`src/rtl/jk_seq_pkg.sv`:
```
// JK bank sequencer shared definitions: op encodings and FSM states.
// Imported by jk_drive_encode and jk_ff_bank_sequencer.
package jk_seq_pkg;

   localparam logic [1:0] OP_LOAD   = 2'b00;
   localparam logic [1:0] OP_SET    = 2'b01;
   localparam logic [1:0] OP_CLEAR  = 2'b10;
   localparam logic [1:0] OP_TOGGLE = 2'b11;

   typedef enum logic [1:0] {
      IDLE  = 2'b00,
      DRIVE = 2'b01,
      CHECK = 2'b10,
      RESP  = 2'b11
   } state_t;

endpackage

```
`src/rtl/jk_drive_encode.sv`:
```
// Combinational op/mask/data/q -> J, K and expected post-edge Q.
// Ports: op, mask, data, q in; j, k, expected out (all WIDTH wide).
module jk_drive_encode
   import jk_seq_pkg::*;
#(
   parameter int WIDTH = 4
) (
   input  logic [1:0]       op,
   input  logic [WIDTH-1:0] mask,
   input  logic [WIDTH-1:0] data,
   input  logic [WIDTH-1:0] q,
   output logic [WIDTH-1:0] j,
   output logic [WIDTH-1:0] k,
   output logic [WIDTH-1:0] expected
);

   logic [WIDTH-1:0] j_raw;
   logic [WIDTH-1:0] k_raw;
   logic [WIDTH-1:0] nxt;

   always_comb begin
      j_raw = '0;
      k_raw = '0;
      nxt   = '0;
      case (op)
         OP_LOAD: begin
            // JK used as a D flop
            j_raw = data;
            k_raw = ~data;
            nxt   = data;
         end
         OP_SET: begin
            j_raw = '1;
            nxt   = '1;
         end
         OP_CLEAR: begin
            k_raw = '1;
            nxt   = '0;
         end
         default: begin
            j_raw = '1;
            k_raw = '1;
            nxt   = ~q;
         end
      endcase
   end

   assign j        = j_raw & mask;
   assign k        = k_raw & mask;
   assign expected = (q & ~mask) | (nxt & mask);

endmodule

```
`src/rtl/jk_ff_bank_sequencer.sv`:
```
// Sequences a bank of WIDTH JK flops: cmd handshake -> one J/K cycle -> Q readback.
// Ports: clk, rst (sync, active high); cmd_valid/ready/op/mask/data;
// jk_j, jk_k to bank; bank_q from bank; rsp_valid/ready/q/err.
// Optional: define JK_SEQ_RETRY_EN to re-drive once after a mismatch.
module jk_ff_bank_sequencer
   import jk_seq_pkg::*;
#(
   parameter int WIDTH = 4
) (
   input  logic             clk,
   input  logic             rst,
   input  logic             cmd_valid,
   output logic             cmd_ready,
   input  logic [1:0]       cmd_op,
   input  logic [WIDTH-1:0] cmd_mask,
   input  logic [WIDTH-1:0] cmd_data,
   output logic [WIDTH-1:0] jk_j,
   output logic [WIDTH-1:0] jk_k,
   input  logic [WIDTH-1:0] bank_q,
   output logic             rsp_valid,
   input  logic             rsp_ready,
   output logic [WIDTH-1:0] rsp_q,
   output logic             rsp_err
);

   state_t           state;
   logic [1:0]       op_r;
   logic [WIDTH-1:0] mask_r;
   logic [WIDTH-1:0] data_r;
   logic [WIDTH-1:0] expected_r;
`ifdef JK_SEQ_RETRY_EN
   logic             retried;
`endif

   logic [1:0]       enc_op;
   logic [WIDTH-1:0] enc_mask;
   logic [WIDTH-1:0] enc_data;
   logic [WIDTH-1:0] enc_j;
   logic [WIDTH-1:0] enc_k;
   logic [WIDTH-1:0] enc_exp;

   // In IDLE the encoder sees the incoming command so J/K can be
   // registered on the accept edge; afterwards it sees the held copy.
   assign enc_op   = (state == IDLE) ? cmd_op   : op_r;
   assign enc_mask = (state == IDLE) ? cmd_mask : mask_r;
   assign enc_data = (state == IDLE) ? cmd_data : data_r;

   jk_drive_encode #(.WIDTH(WIDTH)) u_enc (
      .op       (enc_op),
      .mask     (enc_mask),
      .data     (enc_data),
      .q        (bank_q),
      .j        (enc_j),
      .k        (enc_k),
      .expected (enc_exp)
   );

   always_ff @(posedge clk) begin
      if (rst) begin
         state      <= IDLE;
         cmd_ready  <= 1'b1;
         jk_j       <= '0;
         jk_k       <= '0;
         rsp_valid  <= 1'b0;
         rsp_q      <= '0;
         rsp_err    <= 1'b0;
         op_r       <= OP_LOAD;
         mask_r     <= '0;
         data_r     <= '0;
         expected_r <= '0;
`ifdef JK_SEQ_RETRY_EN
         retried    <= 1'b0;
`endif
      end else begin
         case (state)
            IDLE: begin
               if (cmd_valid && cmd_ready) begin
                  op_r      <= cmd_op;
                  mask_r    <= cmd_mask;
                  data_r    <= cmd_data;
                  jk_j      <= enc_j;
                  jk_k      <= enc_k;
                  cmd_ready <= 1'b0;
                  state     <= DRIVE;
`ifdef JK_SEQ_RETRY_EN
                  retried   <= 1'b0;
`endif
               end
            end
            DRIVE: begin
               // bank_q is still pre-edge here; bank updates on this edge
               jk_j       <= '0;
               jk_k       <= '0;
               expected_r <= enc_exp;
               state      <= CHECK;
            end
            CHECK: begin
`ifdef JK_SEQ_RETRY_EN
               if ((bank_q != expected_r) && !retried) begin
                  retried <= 1'b1;
                  jk_j    <= enc_j;
                  jk_k    <= enc_k;
                  state   <= DRIVE;
               end else begin
                  rsp_q     <= bank_q;
                  rsp_err   <= (bank_q != expected_r);
                  rsp_valid <= 1'b1;
                  state     <= RESP;
               end
`else
               rsp_q     <= bank_q;
               rsp_err   <= (bank_q != expected_r);
               rsp_valid <= 1'b1;
               state     <= RESP;
`endif
            end
            RESP: begin
               if (rsp_valid && rsp_ready) begin
                  rsp_valid <= 1'b0;
                  cmd_ready <= 1'b1;
                  state     <= IDLE;
               end
            end
            default: state <= IDLE;
         endcase
      end
   end

endmodule
```
`config.mk`:
```
export PLATFORM = sky130hd
export DESIGN_NAME = jk_ff_bank_sequencer
export DESIGN_NICKNAME = d
export VERILOG_FILES = /design/src/rtl/jk_seq_pkg.sv /design/src/rtl/jk_drive_encode.sv /design/src/rtl/jk_ff_bank_sequencer.sv
export SDC_FILE = /design/constraint.sdc
export NUM_CORES = 1
export LEC_CHECK = 0
export CAP_MARGIN = 15
export CORE_UTILIZATION = 50
export DETAILED_ROUTE_END_ITERATION = 12
export PLACE_DENSITY_LB_ADDON = 0.1
export SETUP_SLACK_MARGIN = 0.02
export SLEW_MARGIN = 40
export SYNTH_ARGS = -nofsm -noshare
export SYNTH_HDL_FRONTEND = slang
export SYNTH_HIERARCHICAL = 1
export SYNTH_SLANG_ARGS = --single-unit
export TNS_END_PERCENT = 30
```
`constraint.sdc`:
```
create_clock -name clk -period 2.48 [get_ports clk]
set_input_delay 0.496 -clock clk [delete_from_list [all_inputs] [get_ports clk]]
set_output_delay 0.496 -clock clk [all_outputs]
set_load 0.02 [all_outputs]
```
# Word level (Yosys, flattened, before mapping)
# Cells that the tools add are included.
[totals]
out_inout_bits = 15
wordCells = 57
input_bits = 18
register_bits = 31
[classes]
n_bitwise = 8
n_reduce_logical = 12
mux = 18
n_eq_ne = 8
[op_table]
columns = ["cell", "count"]
rows = [
  ["4-bit one-hot mux with 2 select lines", 4],
  ["4-bit bitwise AND", 4],
  ["4-bit two-way mux", 4],
  ["4-bit inverter", 3],
  ["4-bit one-hot mux with 3 select lines", 1],
  ["2-bit one-hot mux with 4 select lines", 1],
  ["2-bit AND reduction", 4],
  ["2-bit equality test (second input constant)", 3],
  ["2-bit two-way mux", 3],
  ["2-bit nonzero test", 3],
  ["2-bit by 1-bit equality test with 1-bit output (second input constant)", 2],
  ["2-bit logical NOT", 2],
  ["4-bit != test", 1],
  ["4-bit bitwise OR", 1],
  ["1-bit one-hot mux with 2 select lines", 2],
  ["1-bit two-way mux", 3],
  ["3-bit AND reduction", 1],
  ["1-bit logical AND", 2],
  ["2-bit by 1-bit != test with 1-bit output (second input constant)", 1],
  ["2-bit != test (second input constant)", 1],
]

# Logic depth before layout (Yosys ltp)
# Gate-level depths: netlist (run 1).
[depth]
word_depth = 7
ltp_mapped = 11

# Cells and area by module
# The synthesis (run 1) kept the hierarchy.
[by_module_without_submodules]
columns = ["module", "cells_each", "area_per_inst_um2", "instances", "seq_area_each_um2"]
rows = [
  ["jk_ff_bank_sequencer", 154, 1390.1, 1, 620.6],
  ["jk_drive_encode", 31, 201.4, 1, 0.0],
]

# Worst setup path before layout (run 1)
# No wires, ideal clock.
[synth_path]
path_kind = "reg2reg"
start = "register state[0]"
end = "register expected_r[0]"
setup_ps = 128
arrival_ps = 1792
synth_period_minus_slack_ps = 1920
path_stages_with_launch = 12
setup_slack_ps = 560
path_buffers = 3
t_required_ps = 2352
cell_sequence = "dfxtp_1 > inv_1 > ha_1 > buf_6 > buf_2 > mux2_2 > buf_6 > nand2b_1 > o22ai_1 > a31oi_1 > mux2i_1 > nor2_1"
[synth_between]
elab_chain_cells = 6
elab_cells_between_ends = 13
cone_classes = "eq/ne: 3; mux: 4; bitwise: 4; reduce/logical: 2"
[synth_rtl]
columns = ["item", "line_no", "rtl"]
rows = [
  ["start: declaration", "jk_ff_bank_sequencer.sv:26", "state_t state;"],
  ["start signal: assignment", "jk_ff_bank_sequencer.sv:60", "state <= IDLE;"],
  ["start signal: assignment", "jk_ff_bank_sequencer.sv:84", "state <= DRIVE;"],
  ["start signal: assignment", "jk_ff_bank_sequencer.sv:95", "state <= CHECK;"],
  ["2-bit logical NOT *", "jk_ff_bank_sequencer.sv:44", "assign enc_op = (state == IDLE) ? cmd_op : op_r;"],
  ["2-bit two-way mux *", "jk_ff_bank_sequencer.sv:44", ""],
  ["named net enc_op[0]", "jk_ff_bank_sequencer.sv:35", "logic [1:0] enc_op;"],
  ["2-bit equality test, or another cell as far along", "jk_drive_encode.sv:25", "case (op)"],
  ["4-bit one-hot mux with 3 select lines *", "jk_drive_encode.sv:25", ""],
  ["4-bit bitwise AND *", "jk_drive_encode.sv:50", "assign expected = (q & ~mask) | (nxt & mask);"],
  ["4-bit bitwise OR *", "jk_drive_encode.sv:50", ""],
  ["named net enc_exp[0]", "jk_ff_bank_sequencer.sv:40", "logic [WIDTH-1:0] enc_exp;"],
  ["end signal: assignment", "jk_ff_bank_sequencer.sv:94", "expected_r <= enc_exp;"],
  ["end: declaration", "jk_ff_bank_sequencer.sv:30", "logic [WIDTH-1:0] expected_r;"],
]
# Mark *: on every way through the listed nets, which the timed path passes. The rest lies on a longest branch.
# A chain may end at the register's enable or synchronous reset.

# Worst setup path after layout (run 1)
# Same ends and word-level chain as after synthesis.

==> results of run 1 <==
[power by group]
group | switching [mW] | leakage, nW | internal, mW
Combinational | 0.655 | 0.448 | 0.547
Clock | 0.158 | 0.0242 | 0.101
Sequential | 0.0810 | 0.253 | 0.620
[sequential cells by signal, summed over array words and instances, names as in the netlist]
signal,cells
cmd_ready,1
jk_k,4
mask_r,4
op_r,2
expected_r,4
rsp_err,1
data_r,4
rsp_valid,1
rsp_q,4
jk_j,4
state,2
[worst paths after layout]
| check | end | slack [ns] |
|---|---|---|
| setup / recovery | expected_r[0]$_SDFFE_PP0P_ | 0.40 |
| hold / removal | mask_r[3]$_SDFFE_PP0P_ | 0.46 |
| setup reg to reg | expected_r[0]$_SDFFE_PP0P_ | 0.40 |
| hold reg to reg | mask_r[3]$_SDFFE_PP0P_ | 0.46 |
[layer usage]
| layer | vias to the layer above | routed length, µm |
|---|---|---|
| met5 | - | 0 |
| met4 | 0 | 51 |
| met3 | 6 | 183 |
| met2 | 43 | 1620 |
| met1 | 639 | 1620 |
| li1 | 693 | - |
[per-stage QoR]
stage	utilization (%)	hold slack, ns
6_report	64.2	0.456
5_1_grt	64.2	0.473
4_1_cts	64.1	0.459
3_5_place_dp	62.7	0.446
3_3_place_gp	62.7	0.440
2_1_floorplan	-	0.434
[cell type report]
cell class	instances	area share [%]
multi-input cells	138	45.1
repair buffers	34	17.3
clock buffers	6	2.12
inverters	4	0.773
well taps	44	2.83
flip-flops and latches	31	31.9
[cells by family (layout without fill, tap and decap cells)]
logic type               count (synthesis)  in the layout  synth area share (%)
AND/OR/NAND/NOR                         60             60                  17.1
buffers and inverters                   16             44                  6.13
AO/OA/AOI/OAI                           52             52                  20.3
multiplexers                            18             18                  12.1
flip-flops                              31             31                  39.0
XOR/XNOR                                 4              4                  2.20
adder cells (fa/ha/maj)                  4              4                  3.14
[synthesized netlist by cell type (2+ instances only)]
master / count
nor2_1: 17
a211oi_1: 2
a32oi_1: 2
nand2_1: 27
nor2b_1: 3
and2b_1: 2
a21oi_1: 19
inv_1: 4
dfxtp_1: 31
ha_1: 4
o22ai_1: 3
xor2_1: 4
buf_2: 6
nand2b_1: 4
a31oi_1: 4
mux2_2: 10
mux2i_1: 8
buf_6: 4
o21ai_0: 8
o21a_1: 10
[critical path, stage by stage (launching register included)]
cell and delay [ns]:
dfxtp_1 0.35, inv_1 0.11, ha_2 0.43, mux2_2 0.49, and2b_1 0.24, o22ai_1 0.08, a31oi_1 0.15, mux2i_1 0.09
nor2_1 0.08
[what timing repair did]
action                                 4_1_cts  5_1_grt
setup endpoints to repair                    0        4
gates resized for setup                      0        1
endpoints found under the hold margin        0        0
==> key figures, run 1 <==
Clocking
  • Post-CTS Setup Bufs: 0
  • Cts bufs inserted: 5
  • H-tree lvl count: 2
  • Max Buffers Root-to-Sink: 2
  • Root buffer cell: clkbuf_4
  • Clk Latency, worst-skew pair: ~0.32 ns
  • Clock sinks: 31
  • CTS tree: built
  • Hold_buf cts: 0
  • CTS clock-pin slew for the worst setup and hold paths: 0.09 ns

Min path
  • Hold Startpoint: mask_r[3]$_SDFFE_PP0P_
  • Worst min-delay path class: reg2reg
  • WHS Path Cells: 2

Timing
  • Fin Clk Skew: between 0.004 and 0.005 ns
  • Tcrit/Tclk final: 83.8%
  • Fin crit period: between 2 and 2.5 ns
  • Post-route setup TNS: 0 ns
  • Worst slew pin tran: ~0.52 ns
  • Setup ws final: between 0.4 and 0.5 ns
  • Fmax: 481 MHz
  • Final setup violation count: 0
  • Final hold viol count: 0
  • Final Max Slew Viols: 0
  • Relative slew slack: 65.0%
  • RSZ-0062 raised after global routing: no

Global routing
  • First-pass GRT wire length: approximately 5.8 mm
  • Largest net degree at the start of global routing: 20
  • Tot GR Track Use: a little under a quarter
  • M1 GR Usage: between 20% and 30%
  • Number of global-route vias before repair: about 1200
  • GR Overflow Total: 0
  • GRT met2 Usage: a little over a third
  • GRT busiest layer: met2
  • M3 GR Usage: ~7.0%
  • Initial antenna violation count: 0

Placement
  • Post-DP HPWL: approximately 2.6 mm
  • Placed Cells: 251
  • Post-DP Area: roughly 1900 µm²
  • Routability congestion estimate: about 0.8
  • Worst slack, placed: between 0.2 and 0.25 ns
  • # port buffers: 32

Synth
  • Leading area contributor after synthesis: dfxtp_1
  • Top post-synthesis cells by area: dfxtp_1, mux2_2, nand2_1
  • Synth top area share: about two fifths
  • Mapped Area: 1590 µm²
  • Syn. warnings: 6
  • Syn Inst Count: 185
  • Syn avg cell area: 8.60 µm²
  • Distinct cells, synth: 33
  • Seq cells post-synth: 31
  • Post-synth EDFFs: 0
  • Main synth FF type: dfxtp_1
  • Sequential fraction of the synthesis area: about two fifths
  • Syn Nets: roughly 210
  • Ys async rst share: 0%

Routing
  • Via Count: ~1400
  • Remaining antenna violation count: 0
  • DR vias/cell: 5.37
  • Total detailed-routing wirelength: about 3.5 mm
  • DR iter-0 viols: 75
  • DRT Pass-1 Iters: 5
  • DRC: 0
  • Routed WL per cell: about 14 µm

Worst setup path
  • Reg2Reg Depth: 8
  • Worst-path fanout max: 19
  • Reg2reg start: state[0]$_SDFFE_PP0P_
  • Crit. Startpoint: state[0]$_SDFFE_PP0P_
  • WP data required: roughly 2.8 ns
  • Worst setup SP type: register
  • WS Path Type: reg2reg
  • Critical path data arrival time: between 2 and 2.5 ns
  • CP Capture Type: register

Die
  • Die H: between 50 and 60 µm
  • Core area: about 3000 µm²
  • Die Wd: between 50 and 60 µm
  • Site Rows: 20
  • I/O pin cnt: 33
  • Initial Utilization: ~53%
  • Full die area: 3410 µm²

Power and ir drop
  • Pwr Total: between 2 and 2.5 mW
  • Max VDD drop: roughly 510 µV
  • Cell Pwr Density: ~1100 nW/µm²
  • Static Leak: roughly 0.72 nW

Layout
  • Layout cells sized above 1: 9.39%
  • Design area: between 1500 and 2000 µm²
  • Area growth syn-to-layout: 22.1%
  • Reg area: between 600 and 700 µm²
  • Commonest non-fill, non-tap cell in the layout: clkdlybuf4s50_1
  • Commonest non-fill, non-tap cells in the layout: clkdlybuf4s50_1, dfxtp_1, nand2_1, a21oi_1, nor2_1
  • Post-route insts no fill: 257
  • Final nets: around 240
  • Fill count: 263
  • Antenna diodes: 0
  • Area occupied by multi-input gates: approximately 900 µm²

Run status
  • Status: finished clean

Job
  • # Max-Cap Violations: 0
Power figures use the tool's default switching activity.
==> run 2, diff against run 1 <==
--- a/config.mk
+++ b/config.mk
@@ -6,7 +6,7 @@
 export NUM_CORES = 1
 export LEC_CHECK = 0
 export CAP_MARGIN = 15
-export CORE_UTILIZATION = 50
+export CORE_UTILIZATION = 45
 export DETAILED_ROUTE_END_ITERATION = 12
 export PLACE_DENSITY_LB_ADDON = 0.1
 export SETUP_SLACK_MARGIN = 0.02
==> constraint.sdc (replaced) <==
create_clock -name clk -period 1.68 [get_ports clk]
set_input_delay 0.336 -clock clk [delete_from_list [all_inputs] [get_ports clk]]
set_output_delay 0.336 -clock clk [all_outputs]
set_load 0.02 [all_outputs]
==> run 2 against run 1 <==
Register-to-register slack lost 0.45 ns; utilization is 4.9 points higher; critical path depth stayed put; highest routed layer unchanged; routed wire length rose by 26%; design area grew 20%; hold slack better by 0.0066 ns; combinational power up 120%; total power up 100%; via count rose by 8.6%; largest cell class unchanged; the flow now finishes with violations (setup timing); global-route usage fell by 0.060 points; final cell count increased by 10%.
==> key figures, run 2 (synthesis results as in run 1) <==
Timing
  • Tcrit/Tclk final: 103%
  • Setup ws final: -0.0489 ns
  • Worst slew pin tran: approximately 0.43 ns
  • Final Max Slew Viols: 0
  • Final setup violation count: 6
  • Relative slew slack: a little under three quarters
  • Post-route setup TNS: -0.202 ns
  • Fin crit period: 1.73 ns
  • Fmax: between 500 and 600 MHz
  • RSZ-0062 raised after global routing: yes
  • Fin Clk Skew: a little over 0.006 ns
  • Final hold viol count: 0

Job
  • # Max-Cap Violations: 0

Die
  • I/O pin cnt: 33
  • Site Rows: 21
  • Core area: 3360 µm²
  • Initial Utilization: 47.3%
  • Full die area: roughly 3800 µm²
  • Die H: between 60 and 70 µm
  • Die Wd: slightly above 60 µm

Global routing
  • Number of global-route vias before repair: between 1000 and 1500
  • Initial antenna violation count: 0
  • GR Overflow Total: 0
  • Tot GR Track Use: about 23%
  • Largest net degree at the start of global routing: 22
  • First-pass GRT wire length: ~6 mm

Routing
  • Total detailed-routing wirelength: ~4.4 mm
  • Routed WL per cell: 15.5 µm
  • Remaining antenna violation count: 0
  • DR vias/cell: between 5 and 6
  • DRT Pass-1 Iters: 4
  • Via Count: 1500
  • DR iter-0 viols: 71
  • DRC: 0

Clocking
  • CTS tree: built
  • Max Buffers Root-to-Sink: 2
  • Clock sinks: 31
  • CTS clock-pin slew for the worst setup and hold paths: approximately 0.11 ns
  • Root buffer cell: clkbuf_4
  • Clk Latency, worst-skew pair: 0.34 ns
  • H-tree lvl count: 2
  • Hold_buf cts: 0
  • Cts bufs inserted: 5

Worst setup path
  • Worst-path fanout max: 7
  • Crit path buffers/inverters: 2
  • WS Path Type: reg2reg
  • Worst-path cell chain: inv_2 -> ha_4 -> buf_4 -> mux2_2 -> nor2b_1 -> o21a_1 -> a32oi_1 -> nor2_1
  • Critical path data arrival time: just under 2 ns
  • CP Capture Type: register
  • CP max-delay cell: dfxtp_2
  • Top delay family on crit path: flip-flops
  • CP peak stage delay: 0.34 ns
  • Worst setup SP type: register
  • WP data required: between 1.5 and 2 ns

Layout
  • Antenna diodes: 0
  • Final nets: 258
  • Fill count: 290
  • Post-route insts no fill: 283
  • Area growth syn-to-layout: 45.9%
  • Layout cells sized above 1: between 20% and 30%
  • Reg area: roughly 620 µm²
  • Commonest non-fill, non-tap cell in the layout: dfxtp_1
  • Util after Layout: slightly below 70%
  • Commonest non-fill, non-tap cells in the layout: dfxtp_1, nand2_1, clkdlybuf4s50_1, a21oi_1, buf_4
  • Area occupied by multi-input gates: just under 1000 µm²

Min path
  • Worst min-delay path class: reg2reg

Placement
  • Placed Cells: ~260
  • # port buffers: 32
  • Routability congestion estimate: just over 0.8
  • Worst slack, placed: -0.182 ns
  • Post-DP HPWL: 2.95 mm

Power and ir drop
  • Pwr Total: between 4 and 5 mW
  • Cell Pwr Density: about 1900 nW/µm²
  • Max VDD drop: between 800 and 900 µV
  • Static Leak: around 1.1 nW

Run status
  • Failing checks: setup timing
  • Status: complete, but fails checks
==> run 2: layer usage <==
metal,global-route usage [%],vias up,share of wire [%]
li1,-,744,-
met1,29.6,702,44
met2,36.2,43,48
met3,5.25,11,5.2
met4,10.2,0,2.3
met5,0,-,0
==> run 2: final timing paths <==
check / to / from / slack [ns] / cells past startpoint
worst min register to register: data_r[3]$_SDFFE_PP0P_ / data_r[3]$_SDFFE_PP0P_ / 0.46 / 2
worst max-delay path: jk_j[3]$_SDFFE_PP0P_ / state[0]$_SDFFE_PP0P_ / -0.05 / 8
worst max register to register: jk_j[3]$_SDFFE_PP0P_ / state[0]$_SDFFE_PP0P_ / -0.05 / 8
worst min-delay path: data_r[3]$_SDFFE_PP0P_ / data_r[3]$_SDFFE_PP0P_ / 0.46 / 2
==> run 2: repair_timing <==
item,4_1_cts,5_1_grt
setup buffers,2,6
pin swaps,1,9
cloned,0,3
setup endpoints to repair,6,33
gates resized for setup,3,33
==> run 2: power breakdown <==
group / switching (mW) / internal, mW
combinational: 1.28 / 1.39
sequential: 0.127 / 0.923
clock: 0.283 / 0.352
==> run 2: tightest hold or removal path: stages, from the launching register on <==
cell     delay, ns
dfxtp_1       0.32
nand2_1       0.05
a21oi_1       0.05
==> run 2: layout make-up <==
cell class / count / share of cell area, %
Inverter: 4 / 0.647
Sequential cell: 31 / 26.9
Clock inverter: 2 / 1.51
Multi-Input combinational cell: 140 / 42.4
Timing Repair Buffer: 54 / 23.9
Tap cell: 46 / 2.48
Clock buffer: 6 / 2.21
==> run 2: stage by stage <==
step,hold WS [ns],area [µm²]
after detailed placement,0.448,2030
after CTS,0.462,2130
after global placement,0.440,2030
after floorplan,0.434,1630
final,0.462,2320
after global routing,0.485,2320
==> run 3, diff against run 2 <==
--- a/config.mk
+++ b/config.mk
@@ -6,7 +6,9 @@
 export NUM_CORES = 1
 export LEC_CHECK = 0
 export CAP_MARGIN = 15
-export CORE_UTILIZATION = 45
+export CELL_PAD_IN_SITES_DETAIL_PLACEMENT = 0
+export CELL_PAD_IN_SITES_GLOBAL_PLACEMENT = 1
+export CORE_UTILIZATION = 34
 export DETAILED_ROUTE_END_ITERATION = 12
 export PLACE_DENSITY_LB_ADDON = 0.1
 export SETUP_SLACK_MARGIN = 0.02
==> run 3 against run 2 <==
The run now ends clean; count of clock-buffer cells in the layout rose by 2; final cell count unchanged; via count is 4.7% lower; register-to-register slack better by 0.05 ns.
==> key figures, run 3 (synthesis results as in run 1) <==
Die
  • Initial Utilization: between 30 and 40%
  • Die H: around 70 µm
  • I/O pin cnt: 33
  • Full die area: 4960 µm²
  • Core area: about 4400 µm²
  • Site Rows: 24
  • Die Wd: about 70 µm

Routing
  • Via Count: roughly 1400
  • Metal-1 WL: around 2 mm
  • Metal2 WL: 1.85 mm
  • DRT Pass-1 Iters: 4
  • Top layer in use: met4
  • DR vias/cell: approximately 5.1
  • Total detailed-routing wirelength: a little over 4 mm
  • DR iter-0 viols: 54
  • WL met3: roughly 170 µm
  • DRC: 0
  • Routed WL per cell: around 14 µm
  • Remaining antenna violation count: 0

Worst setup path
  • Reg2Reg Depth: 8
  • Critical path data arrival time: about 1.9 ns
  • WS Path Type: reg2reg
  • Worst setup SP type: register
  • Worst-path fanout max: 6
  • CP Capture Type: register
  • WP data required: approximately 1.9 ns

Timing
  • Post-route setup TNS: 0 ns
  • Worst slew pin tran: a little over 0.4 ns
  • RSZ-0062 raised after global routing: yes
  • Fin crit period: 1.67 ns
  • Fin Hold WS: around 0.45 ns
  • Relative slew slack: 72.9%
  • Final Max Slew Viols: 0
  • Tcrit/Tclk final: between 90% and 100%
  • Final hold viol count: 0
  • Fmax: 597 MHz
  • Fin Clk Skew: 0.00751 ns
  • Final setup violation count: 0

Power and ir drop
  • Comb pwr share: about 60%
  • Pwr Total: slightly above 4 mW
  • Static Leak: 0.870 nW
  • Sw Share: 37.9%
  • Cell Pwr Density: about 1800 nW/µm²
  • Internal power component: between 2 and 2.5 mW
  • Max VDD drop: 578 µV
  • Clk pwr share: between 15 and 20%
  • Part of the power in registers: between 20% and 30%
  • Net Switching: 1.53 mW

Layout
  • Area growth syn-to-layout: 38.9%
  • Commonest non-fill, non-tap cells in the layout: clkdlybuf4s50_1, dfxtp_1, nand2_1, nor2_1
  • Commonest non-fill, non-tap cell in the layout: clkdlybuf4s50_1
  • Post-route insts no fill: roughly 280
  • Final nets: ~250
  • Util after Layout: between 50% and 60%
  • Antenna diodes: 0
  • Layout cells sized above 1: between 20% and 30%

Clocking
  • CTS clock-pin slew for the worst setup and hold paths: about 0.070 ns
  • Clock sinks: 31
  • CTS tree: built
  • Cts bufs inserted: 5
  • H-tree lvl count: 2
  • Clk Latency, worst-skew pair: approximately 0.29 ns
  • Root buffer cell: clkbuf_8
  • Max Buffers Root-to-Sink: 2

Global routing
  • GR Overflow Total: 0
  • Initial antenna violation count: 0
  • Number of global-route vias before repair: about 1400
  • First-pass GRT wire length: between 6 and 7 mm
  • Largest net degree at the start of global routing: 30
  • Tot GR Track Use: between 10% and 20%

Placement
  • # port buffers: 32
  • Routability congestion estimate: 0.763
  • Placed Cells: between 200 and 300
  • Post-DP HPWL: 2.89 mm

Run status
  • Status: finished clean

Min path
  • WHS Path Cells: 2
  • Worst min-delay path class: reg2reg

Job
  • # Max-Cap Violations: 0
run 3: cell types whose count changed in the layout (fill, tap and decap cells not counted), sizes merged:
| cell | before | now |
|---|---|---|
| clkdlybuf4s50 | 21 | 31 |
| dlymetal6s2s | 9 | 0 |
| buf | 21 | 18 |
| a21boi | 3 | 2 |
| bufinv | 1 | 0 |
| clkbuf | 7 | 8 |
| clkinv | 1 | 0 |
| dlygate4sd2 | 2 | 1 |
| mux2 | 11 | 10 |
run 3: path summary, 6_finish.rpt:
| path | slack [ns] | end | from |
|---|---|---|---|
| worst max-delay path | 0.006 | jk_j[3]$_SDFFE_PP0P_ | state[1]$_SDFFE_PP0P_ |
| worst min-delay path | 0.45 | data_r[0]$_SDFFE_PP0P_ | data_r[0]$_SDFFE_PP0P_ |
| worst max register to register | 0.006 | jk_j[3]$_SDFFE_PP0P_ | state[1]$_SDFFE_PP0P_ |
| worst min register to register | 0.45 | data_r[0]$_SDFFE_PP0P_ | data_r[0]$_SDFFE_PP0P_ |
run 3: timing repair:
action | CTS | global route
gates resized for setup | 6 | 8
endpoints found under the setup margin | 7 | 22
pin swaps | 1 | 5
hold buffers | 0 | 0
buffers inserted | 4 | 0
run 3: layout make-up:
type / instances / area [µm²]
fillers: 402 / 2200
well taps: 52 / 65.1
inverters: 4 / 15.0
repair buffers: 50 / 474
flip-flops and latches: 31 / 623
clock buffers: 8 / 100
multi-input cells: 138 / 933
run 3: critical path: stages, from the launching register on:
cell and delay, ns:
dfxtp_2 0.32, inv_2 0.07, ha_4 0.19, buf_6 0.15, mux2_4 0.31, nor2b_1 0.15, o21a_1 0.17, a32oi_1 0.14
nor2_1 0.06
run 3: routing by layer:
layer  vias up  global-route usage, %
li1        732                      -
met1       662                   21.9
met2        30                   26.2
met3         6                   4.47
met5         -                      0
met4         0                   6.00
run 3: power by group through the flow:
stage,logic (mW),clock network (mW),registers [mW]
5_1_grt,2.54,0.698,1.06
3_3_place_gp,2.13,0,1.04
2_1_floorplan,1.46,0,1.13
3_5_place_dp,2.15,0,1.05
6_report,2.35,0.644,1.03
4_1_cts,2.29,0.666,1.03
run 3: per-stage QoR:
| step | cell area (µm²) | setup WS [ns] |
|---|---|---|
| CTS | 2190 | 0.00106 |
| global placement | 2040 | -0.132 |
| finish | 2210 | 0.00560 |
| global route | 2210 | -0.0865 |
| detailed placement | 2040 | -0.124 |
| floorplan | 1630 | -0.107 |
